**src/rtl/passthrough_lane_arbiter.sv**
```systemverilog
// Round-robin arbiter sharing one passthrough lane between N_REQ requesters.
// Optional lane self-check is built when LANE_ARB_CHECK_EN is defined.
module passthrough_lane_arbiter #(
  parameter int N_REQ    = 12,
  parameter int DATA_W   = 32,
  parameter int ID_W     = 4,
  parameter int LANE_LAT = 0
) (
  input  logic                    clock,
  input  logic                    reset,
  input  logic [N_REQ-1:0]        req_valid,
  output logic [N_REQ-1:0]        req_ready,
  input  logic [N_REQ*DATA_W-1:0] req_data,
  output logic [DATA_W-1:0]       lane_in,
  input  logic [DATA_W-1:0]       lane_out,
  output logic                    lane_busy,
  output logic                    resp_valid,
  input  logic                    resp_ready,
  output logic [DATA_W-1:0]       resp_data,
  output logic [ID_W-1:0]         resp_id,
  output logic [15:0]             xfer_count,
  output logic                    check_err
);

  typedef enum logic [1:0] {
    ST_IDLE = 2'd0,
    ST_WAIT = 2'd1,
    ST_RESP = 2'd2
  } state_e;

  state_e              state_q, state_d;
  logic [ID_W-1:0]     last_q, last_d;
  logic [ID_W-1:0]     id_q, id_d;
  logic [3:0]          cnt_q, cnt_d;
  logic [DATA_W-1:0]   lane_in_q, lane_in_d;
  logic [DATA_W-1:0]   resp_data_q, resp_data_d;
  logic [ID_W-1:0]     resp_id_q, resp_id_d;
  logic [15:0]         xfer_count_q, xfer_count_d;

  logic [2*N_REQ-1:0]  dbl_s;
  logic [N_REQ-1:0]    rot_s;
  logic                grant_found_s;
  logic [ID_W-1:0]     grant_idx_s;
  logic [DATA_W-1:0]   grant_data_s;
  int                  first_j_s;
  int                  sum_s;

  // Rotate the valid vector so bit 0 is the requester just after last_q, then pick the lowest set bit.
  always_comb begin
    dbl_s         = {req_valid, req_valid} >> ({1'b0, last_q} + {{ID_W{1'b0}}, 1'b1});
    rot_s         = dbl_s[N_REQ-1:0];
    grant_found_s = |rot_s;
    first_j_s     = 0;
    for (int j = N_REQ - 1; j >= 0; j--) begin
      if (rot_s[j]) begin
        first_j_s = j;
      end else begin
        first_j_s = first_j_s;
      end
    end
    sum_s = int'(last_q) + 1 + first_j_s;
    if (sum_s >= N_REQ) begin
      sum_s = sum_s - N_REQ;
    end else begin
      sum_s = sum_s;
    end
    grant_idx_s  = ID_W'(sum_s);
    grant_data_s = DATA_W'(req_data >> (int'(grant_idx_s) * DATA_W));
  end

  // Accept strobe is combinational and only offered while idle.
  always_comb begin
    req_ready = '0;
    if (state_q == ST_IDLE && grant_found_s) begin
      req_ready = N_REQ'(1) << grant_idx_s;
    end else begin
      req_ready = '0;
    end
  end

`ifdef LANE_ARB_CHECK_EN
  logic check_err_q, check_err_d;
`endif

  // Next-state and datapath updates for the IDLE/WAIT/RESP transaction sequence.
  always_comb begin
    state_d      = state_q;
    last_d       = last_q;
    id_d         = id_q;
    cnt_d        = cnt_q;
    lane_in_d    = lane_in_q;
    resp_data_d  = resp_data_q;
    resp_id_d    = resp_id_q;
    xfer_count_d = xfer_count_q;
`ifdef LANE_ARB_CHECK_EN
    check_err_d  = check_err_q;
`endif
    case (state_q)
      ST_IDLE: begin
        if (grant_found_s) begin
          lane_in_d = grant_data_s;
          id_d      = grant_idx_s;
          last_d    = grant_idx_s;
          cnt_d     = 4'(LANE_LAT);
          state_d   = ST_WAIT;
        end else begin
          state_d   = ST_IDLE;
        end
      end
      ST_WAIT: begin
        if (cnt_q != 4'd0) begin
          cnt_d   = cnt_q - 4'd1;
          state_d = ST_WAIT;
        end else begin
          resp_data_d = lane_out;
          resp_id_d   = id_q;
          state_d     = ST_RESP;
`ifdef LANE_ARB_CHECK_EN
          // A mismatch is only flagged; the response still carries what the lane returned.
          if (lane_out != lane_in_q) begin
            check_err_d = 1'b1;
          end else begin
            check_err_d = check_err_q;
          end
`endif
        end
      end
      ST_RESP: begin
        if (resp_ready) begin
          xfer_count_d = xfer_count_q + 16'd1;
          state_d      = ST_IDLE;
        end else begin
          state_d      = ST_RESP;
        end
      end
      default: begin
        state_d = ST_IDLE;
      end
    endcase
  end

  // State and datapath registers; reset leaves requester 0 with top priority.
  always_ff @(posedge clock or negedge reset) begin
    if (!reset) begin
      state_q      <= ST_IDLE;
      last_q       <= ID_W'(N_REQ - 1);
      id_q         <= '0;
      cnt_q        <= 4'd0;
      lane_in_q    <= '0;
      resp_data_q  <= '0;
      resp_id_q    <= '0;
      xfer_count_q <= 16'd0;
`ifdef LANE_ARB_CHECK_EN
      check_err_q  <= 1'b0;
`endif
    end else begin
      state_q      <= state_d;
      last_q       <= last_d;
      id_q         <= id_d;
      cnt_q        <= cnt_d;
      lane_in_q    <= lane_in_d;
      resp_data_q  <= resp_data_d;
      resp_id_q    <= resp_id_d;
      xfer_count_q <= xfer_count_d;
`ifdef LANE_ARB_CHECK_EN
      check_err_q  <= check_err_d;
`endif
    end
  end

  assign lane_in    = lane_in_q;
  assign lane_busy  = (state_q != ST_IDLE);
  assign resp_valid = (state_q == ST_RESP);
  assign resp_data  = resp_data_q;
  assign resp_id    = resp_id_q;
  assign xfer_count = xfer_count_q;
`ifdef LANE_ARB_CHECK_EN
  assign check_err  = check_err_q;
`else
  assign check_err  = 1'b0;
`endif

endmodule

```
**config.mk**
```make
export PLATFORM = sky130hd
export DESIGN_NAME = passthrough_lane_arbiter
export DESIGN_NICKNAME = d
export VERILOG_FILES = /design/src/rtl/passthrough_lane_arbiter.sv
export SDC_FILE = /design/constraint.sdc
export NUM_CORES = 1
export LEC_CHECK = 0
export CAP_MARGIN = 40
export CORE_AREA = 2 2 206 208
export CTS_BUF_LIST = sky130_fd_sc_hd__clkbuf_16
export DETAILED_ROUTE_END_ITERATION = 8
export DIE_AREA = 0 0 208 210
export PLACE_DENSITY_LB_ADDON = 0.25
export SETUP_SLACK_MARGIN = 0.4
export SKIP_CTS_REPAIR_TIMING = 1
export SYNTH_ARGS = -nofsm -noshare
export SYNTH_HDL_FRONTEND = slang
export SYNTH_SLANG_ARGS = --single-unit
export TNS_END_PERCENT = 100
```
**constraint.sdc**
```tcl
create_clock -name clock -period 12.4 [get_ports clock]
set_clock_uncertainty 0.1 [all_clocks]
set_input_delay 3.72 -clock clock [delete_from_list [all_inputs] [get_ports clock]]
set_output_delay 3.72 -clock clock [all_outputs]
set_load 0.1 [all_outputs]
```
==> results.rst <==
.. list-table::
   :header-rows: 1

   * - Metric
     - Value
   * - Clock latency at the later pin of the worst-skew pair
     - between 0.3 and 0.4 ns
   * - Overall routing resource usage
     - a little under a fifth
   * - Startpoint class of the critical path
     - input port
   * - Number of nets in the layout
     - about 1800
   * - Top-Level Pins
     - 530
   * - Floorplan core area
     - approximately 41000 um^2
   * - HP Start
     - xfer_count[15]
   * - Fmax
     - 84.7 MHz
   * - Ratio of cells with drive above 1 in the final layout
     - about 28%
   * - Number of unique standard cell types used by synthesis
     - between 50 and 60
   * - # DRC
     - 0
   * - Number of CTS-inserted buffers
     - 9
   * - Leading area contributor after synthesis
     - sky130_fd_sc_hd__mux4_2
   * - Share of the cycle needed by the critical path after routing
     - a little over nine tenths
   * - Cell area after placement
     - ~17000 um^2
   * - Number of stages on the worst setup path
     - 17
   * - Category of cells accounting for the largest share of critical-path delay
     - multiplexers
   * - Total number of clock tree sinks
     - just under 100
   * - Sum of net half-perimeters after detailed placement
     - around 34000 um
   * - Via count normalized by instance count
     - 4.85
   * - Input/output buffers
     - ~530
   * - Cells taking the most area after synthesis
     - sky130_fd_sc_hd__mux4_2, sky130_fd_sc_hd__dfrtp_1, sky130_fd_sc_hd__mux2_2, sky130_fd_sc_hd__mux2i_1, sky130_fd_sc_hd__a221oi_1
   * - Total vias in the final route
     - between 9000 and 10000
   * - Number of synthesized register bits
     - just under 100
   * - Clk buf depth
     - 2
   * - Share of flip-flops with an asynchronous set or reset after synthesis
     - between 90% and 100%
   * - Fin. max-slew vios
     - 0
   * - Unrepaired setup endpoints after global routing
     - false
   * - Hold Path Sink
     - xfer_count[15]
   * - Reg2Reg Launch Point
     - last_q[0]
   * - Antenna violations before repair
     - 21
   * - Area added between synthesis and finish
     - 101%
   * - Top_reg_cell synth
     - sky130_fd_sc_hd__dfrtp_1
   * - Avg Synthesized Cell Area
     - 11.6 um^2
   * - Proportion of synthesized chip area in sequential cells
     - 28.4%
   * - Die area
     - 43700 um^2
   * - Path category of the worst min-delay check
     - register to register
   * - Post-Syn Instances
     - around 740
   * - Transition at the pin with the smallest max-transition slack
     - 0.852 ns
   * - Layout fillers
     - 3872
   * - Chip Height
     - 210 um
   * - Final sum of negative setup slack
     - 0 ns
   * - Final critical-path required period
     - roughly 12 ns
   * - Synth Warn #
     - 0
   * - Number of DRC violations after detailed-routing iteration 0
     - 436
   * - Final setup fails
     - 0
   * - Area fraction of the dominant cell type after synthesis
     - between 20 and 30%
   * - Number of core rows
     - 75
   * - Worst EP arrival
     - about 8 ns
   * - Starting utilization of the core area
     - 20.6%
   * - Via count of the first global-routing pass
     - 9843
   * - Final ANT Viol Nets
     - 0
   * - Global-route wire length before repair
     - between 60000 and 70000 um
   * - Total number of H-tree levels
     - 3
   * - Post-Syn Area
     - roughly 8600 um^2
   * - Detailed-routing iteration count for the pre-antenna-repair pass
     - 5
   * - Root Buffer Master
     - sky130_fd_sc_hd__clkbuf_16
   * - Clock slew seen by the registers of the worst setup and hold paths
     - 0.07 ns
   * - Cell-by-cell listing of the critical path
     - dlymetal6s2s_1, mux4_2, mux2_2, or3b_4, nand2_1, o21ai_1, a311o_1, fa_4, xor2_4, inv_2, ha_4, a311oi_4, mux2i_4, nand2_4, buf_6, nor4_4, buf_12
   * - Total global routing overflow
     - 0
   * - Crit. End Element
     - output pin
   * - Peak per-stage delay on the critical path
     - ~0.53 ns
   * - DRT Wirelength
     - between 40000 and 50000 um
   * - Worst hold path cell count
     - 1
   * - Final-report hold violation count
     - 0
   * - Weighted congestion reported at the end of routability-driven placement
     - around 0.86
   * - Register-to-register setup slack
     - 6.06 ns
   * - Number of cells on the worst reg-to-reg path
     - 17
   * - Slowest cell on the critical path
     - sky130_fd_sc_hd__mux4_2
   * - Number of synthesized flops with an enable pin
     - 0
   * - Endpoint of the worst-slack reg-to-reg timing path
     - lane_in[8]
   * - Req. time, crit path
     - between 8 and 9 ns
   * - Count of maximum capacitance violations
     - 0
   * - Slew headroom
     - around 43%
   * - Count of buffering cells on the critical path with inverters included
     - 4
   * - DR WL/cell
     - about 23 um
   * - Post-route standard cell area excluding fillers
     - about 17000 um^2
   * - Nets in the synthesized netlist
     - between 1000 and 1500
   * - Die width
     - 208 um
   * - Maximum number of pins on one net before global-route repair
     - 73
   * - Critical Path Fanout Max
     - 8
   * - Outcome
     - completed
   * - Clock tree from TritonCTS
     - yes
   * - Setup CP Type
     - input port to output pin
-- per-layer routing --
layer  wire, um  vias up  global-route usage (%)
li1           -     4087                       -
met1      16400     4585                    21.8
met2      22300      342                    33.8
met3       2660       56                    5.51
met4       1010       14                    6.70
met5         88        -                       0
-- through the flow --
stage / util, % / std cells / hold WS, ns / worst slack [ns]
2_1_floorplan: - / 737 / 0.358 / 0.194
3_3_place_gp: 35.5 / 1752 / 0.364 / 0.157
3_5_place_dp: 40.6 / 1842 / 0.373 / 0.0820
4_1_cts: 41.3 / 1857 / 0.388 / 0.0686
5_1_grt: 41.6 / 1870 / 0.394 / 0.396
6_report: 41.6 / 1873 / 0.376 / 0.593
-- synthesized netlist by cell type (2+ instances only) --
cell,instances
sky130_fd_sc_hd__mux2_2,75
sky130_fd_sc_hd__o21bai_1,2
sky130_fd_sc_hd__nor2_1,45
sky130_fd_sc_hd__and3_1,7
sky130_fd_sc_hd__nand4_1,6
sky130_fd_sc_hd__o21a_1,2
sky130_fd_sc_hd__clkbuf_1,48
sky130_fd_sc_hd__nand2b_1,3
sky130_fd_sc_hd__or2_2,3
sky130_fd_sc_hd__and2_1,2
sky130_fd_sc_hd__ha_1,8
sky130_fd_sc_hd__mux4_2,108
sky130_fd_sc_hd__o211ai_1,4
sky130_fd_sc_hd__buf_2,9
sky130_fd_sc_hd__a21oi_1,40
sky130_fd_sc_hd__a31oi_1,4
sky130_fd_sc_hd__buf_1,6
sky130_fd_sc_hd__clkinv_1,2
sky130_fd_sc_hd__o21ai_0,10
sky130_fd_sc_hd__xor2_1,8
sky130_fd_sc_hd__nand3_1,11
sky130_fd_sc_hd__a21o_1,2
sky130_fd_sc_hd__inv_1,12
sky130_fd_sc_hd__o21ai_1,4
sky130_fd_sc_hd__a221oi_1,32
sky130_fd_sc_hd__nand2_1,31
sky130_fd_sc_hd__nand3b_1,2
sky130_fd_sc_hd__nor2b_1,6
sky130_fd_sc_hd__nor4_1,2
sky130_fd_sc_hd__dfrtp_1,94
sky130_fd_sc_hd__dfstp_2,3
sky130_fd_sc_hd__xnor2_1,14
sky130_fd_sc_hd__a21boi_0,2
sky130_fd_sc_hd__buf_6,6
sky130_fd_sc_hd__a211oi_1,2
sky130_fd_sc_hd__or3_1,2
sky130_fd_sc_hd__nand4b_1,2
sky130_fd_sc_hd__a311oi_1,2
sky130_fd_sc_hd__mux2i_1,47
sky130_fd_sc_hd__nor3_1,49
sky130_fd_sc_hd__a22o_1,3
-- area by class of cell --
class	instances	area, um^2	share of cell area, %
repair buffers	639	7720	44.7
multi-input cells	556	6060	35.2
flip-flops and latches	97	2430	14.1
well taps	539	674	3.91
clock buffers	9	225	1.31
inverters	14	52.6	0.305
clock inverters	6	50.0	0.290
diodes	13	32.5	0.189
-- logic make-up after synthesis --
family	count (synthesis)	synth area share [%]
AND/OR/NAND/NOR	176	9.98
multiplexers	231	43.9
other	1	0.0438
flip-flops	97	28.4
buffers and inverters	84	4.39
XOR/XNOR	22	2.25
AO/OA/AOI/OAI	117	9.62
adder cells (fa/ha/maj)	9	1.40
-- worst max path at each step --
stage             startpoint            to  slack [ns]
2_1_floorplan   req_valid[6]  req_ready[2]        0.19
4_1_cts        req_valid[10]  req_ready[6]        0.07
3_3_place_gp    req_valid[3]  req_ready[6]        0.16
3_5_place_dp   req_valid[11]  req_ready[6]        0.08
6_report        req_valid[3]  req_ready[6]        0.59
5_1_grt         req_valid[3]  req_ready[3]        0.40
-- flip-flops by register name, summed over array words and instances (netlist names) --
| register | flops |
|---|---|
| resp_id | 4 |
| state_q | 2 |
| last_q | 4 |
| xfer_count | 16 |
| resp_data | 32 |
| lane_in | 32 |
| id_q | 3 |
| cnt_q | 4 |
-- worst reg2reg max path: stages (launching register included) --
cell and delay (ns):
sky130_fd_sc_hd__dfstp_2 0.90, sky130_fd_sc_hd__clkinv_1 0.61, sky130_fd_sc_hd__mux2_4 0.48, sky130_fd_sc_hd__or3_4 0.36, sky130_fd_sc_hd__and2_1 0.17, sky130_fd_sc_hd__o21ai_1 0.17
sky130_fd_sc_hd__a311oi_1 0.13, sky130_fd_sc_hd__ha_1 0.31, sky130_fd_sc_hd__a21oi_2 0.18, sky130_fd_sc_hd__o21bai_2 0.13, sky130_fd_sc_hd__xor2_4 0.22, sky130_fd_sc_hd__ha_4 0.18
sky130_fd_sc_hd__a311oi_4 0.33, sky130_fd_sc_hd__buf_4 0.19, sky130_fd_sc_hd__buf_4 0.45, sky130_fd_sc_hd__and2_2 0.81, sky130_fd_sc_hd__a221oi_1 0.35, sky130_fd_sc_hd__a21oi_1 0.22
-- layout by cell type (no fill, tap or decap), types with 12 or more instances in the layout --
master and count:
sky130_fd_sc_hd__dfrtp_1 94, sky130_fd_sc_hd__nor3_1 42, sky130_fd_sc_hd__a21oi_1 39, sky130_fd_sc_hd__buf_12 15, sky130_fd_sc_hd__clkdlybuf4s50_1 503, sky130_fd_sc_hd__buf_16 61, sky130_fd_sc_hd__a221oi_1 32, sky130_fd_sc_hd__buf_4 22
sky130_fd_sc_hd__diode_2 13, sky130_fd_sc_hd__dlymetal6s2s_1 12, sky130_fd_sc_hd__mux4_2 108, sky130_fd_sc_hd__mux2i_1 44, sky130_fd_sc_hd__nand2_1 31, sky130_fd_sc_hd__nor2_1 42, sky130_fd_sc_hd__xnor2_1 14, sky130_fd_sc_hd__mux2_2 74
sky130_fd_sc_hd__buf_8 25
Power is left out: the tool's default activity adds up to more than one toggle a clock period on the data nets, which glitch-free logic cannot reach.
==> RTL change: new RTL, same flow settings <==
Change the parameter `DATA_W` from 32 to 16.
--- a/src/rtl/passthrough_lane_arbiter.sv
+++ b/src/rtl/passthrough_lane_arbiter.sv
@@ -3,5 +3,5 @@
 module passthrough_lane_arbiter #(
   parameter int N_REQ    = 12,
-  parameter int DATA_W   = 32,
+  parameter int DATA_W   = 16,
   parameter int ID_W     = 4,
   parameter int LANE_LAT = 0
Interface: changed (resized lane_in, lane_out, req_data and resp_data); port bits go from 530 to 290. The function was not compared with the original's and may differ.
==> RTL change against the original RTL <==
  * Area after synthesis down 31%
  * Routed wire length down 40%
  * Largest cell class unchanged
  * Sequential cell count down 32
  * Setup slack worse by 22 ps
  * Cell area down 34%
Power is left out: the tool's default activity adds up to more than one toggle a clock period on the data nets, which glitch-free logic cannot reach.
==> RTL change: results (changes against the original RTL) <==
The run finished with clean final reports. The worst-skew pair later-pin latency was 340 ps (-30 ps). The routed wirelength normalized by instance count is 17.9 um (-21%), and the total number of vias is 5990 (-34%). Share of final-layout standard cells stronger than drive strength 1: 0.268 (-0.00861). The layout sequential cell count is 65 (-33%), and the global-route wire length before repair is 39.6 mm (-36%).

Number of non-clock inverters in the layout: 18 (+4). The commonest cells after synthesis are dfrtp_1, mux4_2, nand2_1, nor2_1, mux2i_1. The number of nets in the finished design came out at 1121 (-36%).

The tools report the endpoint of the worst-slack reg-to-reg timing path as lane_in[10]$_DFFE_PN0P_. The tools report the data arrival time of the critical path as 8010 ps (+20 ps). Tracing the worst setup path back leads to its startpoint at req_valid[10]. Actual slew at the worst max-slew pin: 867 ps (+14.7 ps). Multi-input combinational area share: 0.377 (+0.0251). Sequential cell area in the final layout: 1630 um^2 (-33%).

The portion of the layout cell area used by non-clock buffers works out to 0.388 (-0.0591). The clock distribution area overhead in the final layout works out to 0.0266 (+0.0106). Routed signal wires occupy layers up through met4. The run gives 10.6 mm (-36%) as the wire length on met1. The logs give 1.01 mm (-62%) for the amount of wire on met3 after detailed routing and 0.215 (-0.122) for the global routing met2 resource utilization. The final worst hold slack was 380 ps (+4.36 ps). The post-detailed-placement half-perimeter wirelength was 20.6 mm (-39%); the cell count of the worst reg-to-reg path was 19 (+2).

The routed length on met2 was 13.7 mm (-39%); the overall track demand over capacity in global routing was 0.117 (-0.0730). The origin of the critical flop-to-flop path was last_q[0]$_DFFE_PN1P_. The cell family contributing the most delay on the critical path is compound AO/OA/AOI/OAI gates. The net count after synthesis was 797 (-32%); the largest net degree at the start of global routing was 49 (-33%). The number of antenna violations at the first check in global routing was 2 (-90%). The clock transition at the registers of the reported paths was 50 ps (-20 ps). The run gives 6620 (-33%) as the via count of the first global-routing pass. The logs give 4338 (+12%) for the number of fill cells and 6590 ps (+530 ps) for the setup slack of the most critical reg-to-reg path. The destination of the critical timing path is req_ready[10]. The antenna diode instance count came out at 2 (-11). Number of unique standard cell types used by synthesis: 72 (+24%).

The placer's final routability congestion estimate is 0.824 (-4.4%). The tools report the part of the Yosys area used for sequential elements as 0.274 (-0.00965). The number of multi-input combinational cells is 436 (-22%), and the violation count after the first detailed-routing iteration is 215 (-51%). The count of input and output buffers came out at 288 (-45%).

First-pass detailed-route iteration total: 5 (unchanged). The placed instance area is 10900 um^2 (-35%). The number of warnings printed during yosys synthesis was 0 (unchanged). The buffer count excluding the clock tree in the final layout is 359 (-44%). Yosys attributes the largest share of cell area to dfrtp_1, mux4_2, mux2i_1. For the met3 routing resource usage after global routing, the log shows 0.0183 (-0.0368). For the met1 capacity usage during global routing, the log shows 0.141 (-0.0768). The largest driver fanout on the critical path came out at 7 (-1).
RTL change: cell types whose count changed in the layout (fill, tap and decap cells not counted), moves of 31 or more:
cell,change
mux2_2,-49
clkdlybuf4s50_1,-239
mux4_2,-49
a221oi_1,-31
dfrtp_1,-32
nor3_1,-39
RTL change: metrics by stage:
stage	setup WS [ps]	util	instances
floorplan	367	-	565
global placement	224	0.232	1356
detailed placement	221	0.264	1413
CTS	189	0.271	1429
global route	373	0.275	1435
finish	571	0.275	1435
RTL change: cells by family after synthesis:
| kind of cell | after synthesis | synth area share |
|---|---|---|
| mux | 118 | 0.331 |
| fa+ha+maj | 9 | 0.0202 |
| other cells | 1 | 0.000631 |
| compound gates | 128 | 0.170 |
| xor+xnor | 21 | 0.0310 |
| buf+inv | 64 | 0.0499 |
| simple gates | 159 | 0.123 |
| flops | 65 | 0.274 |
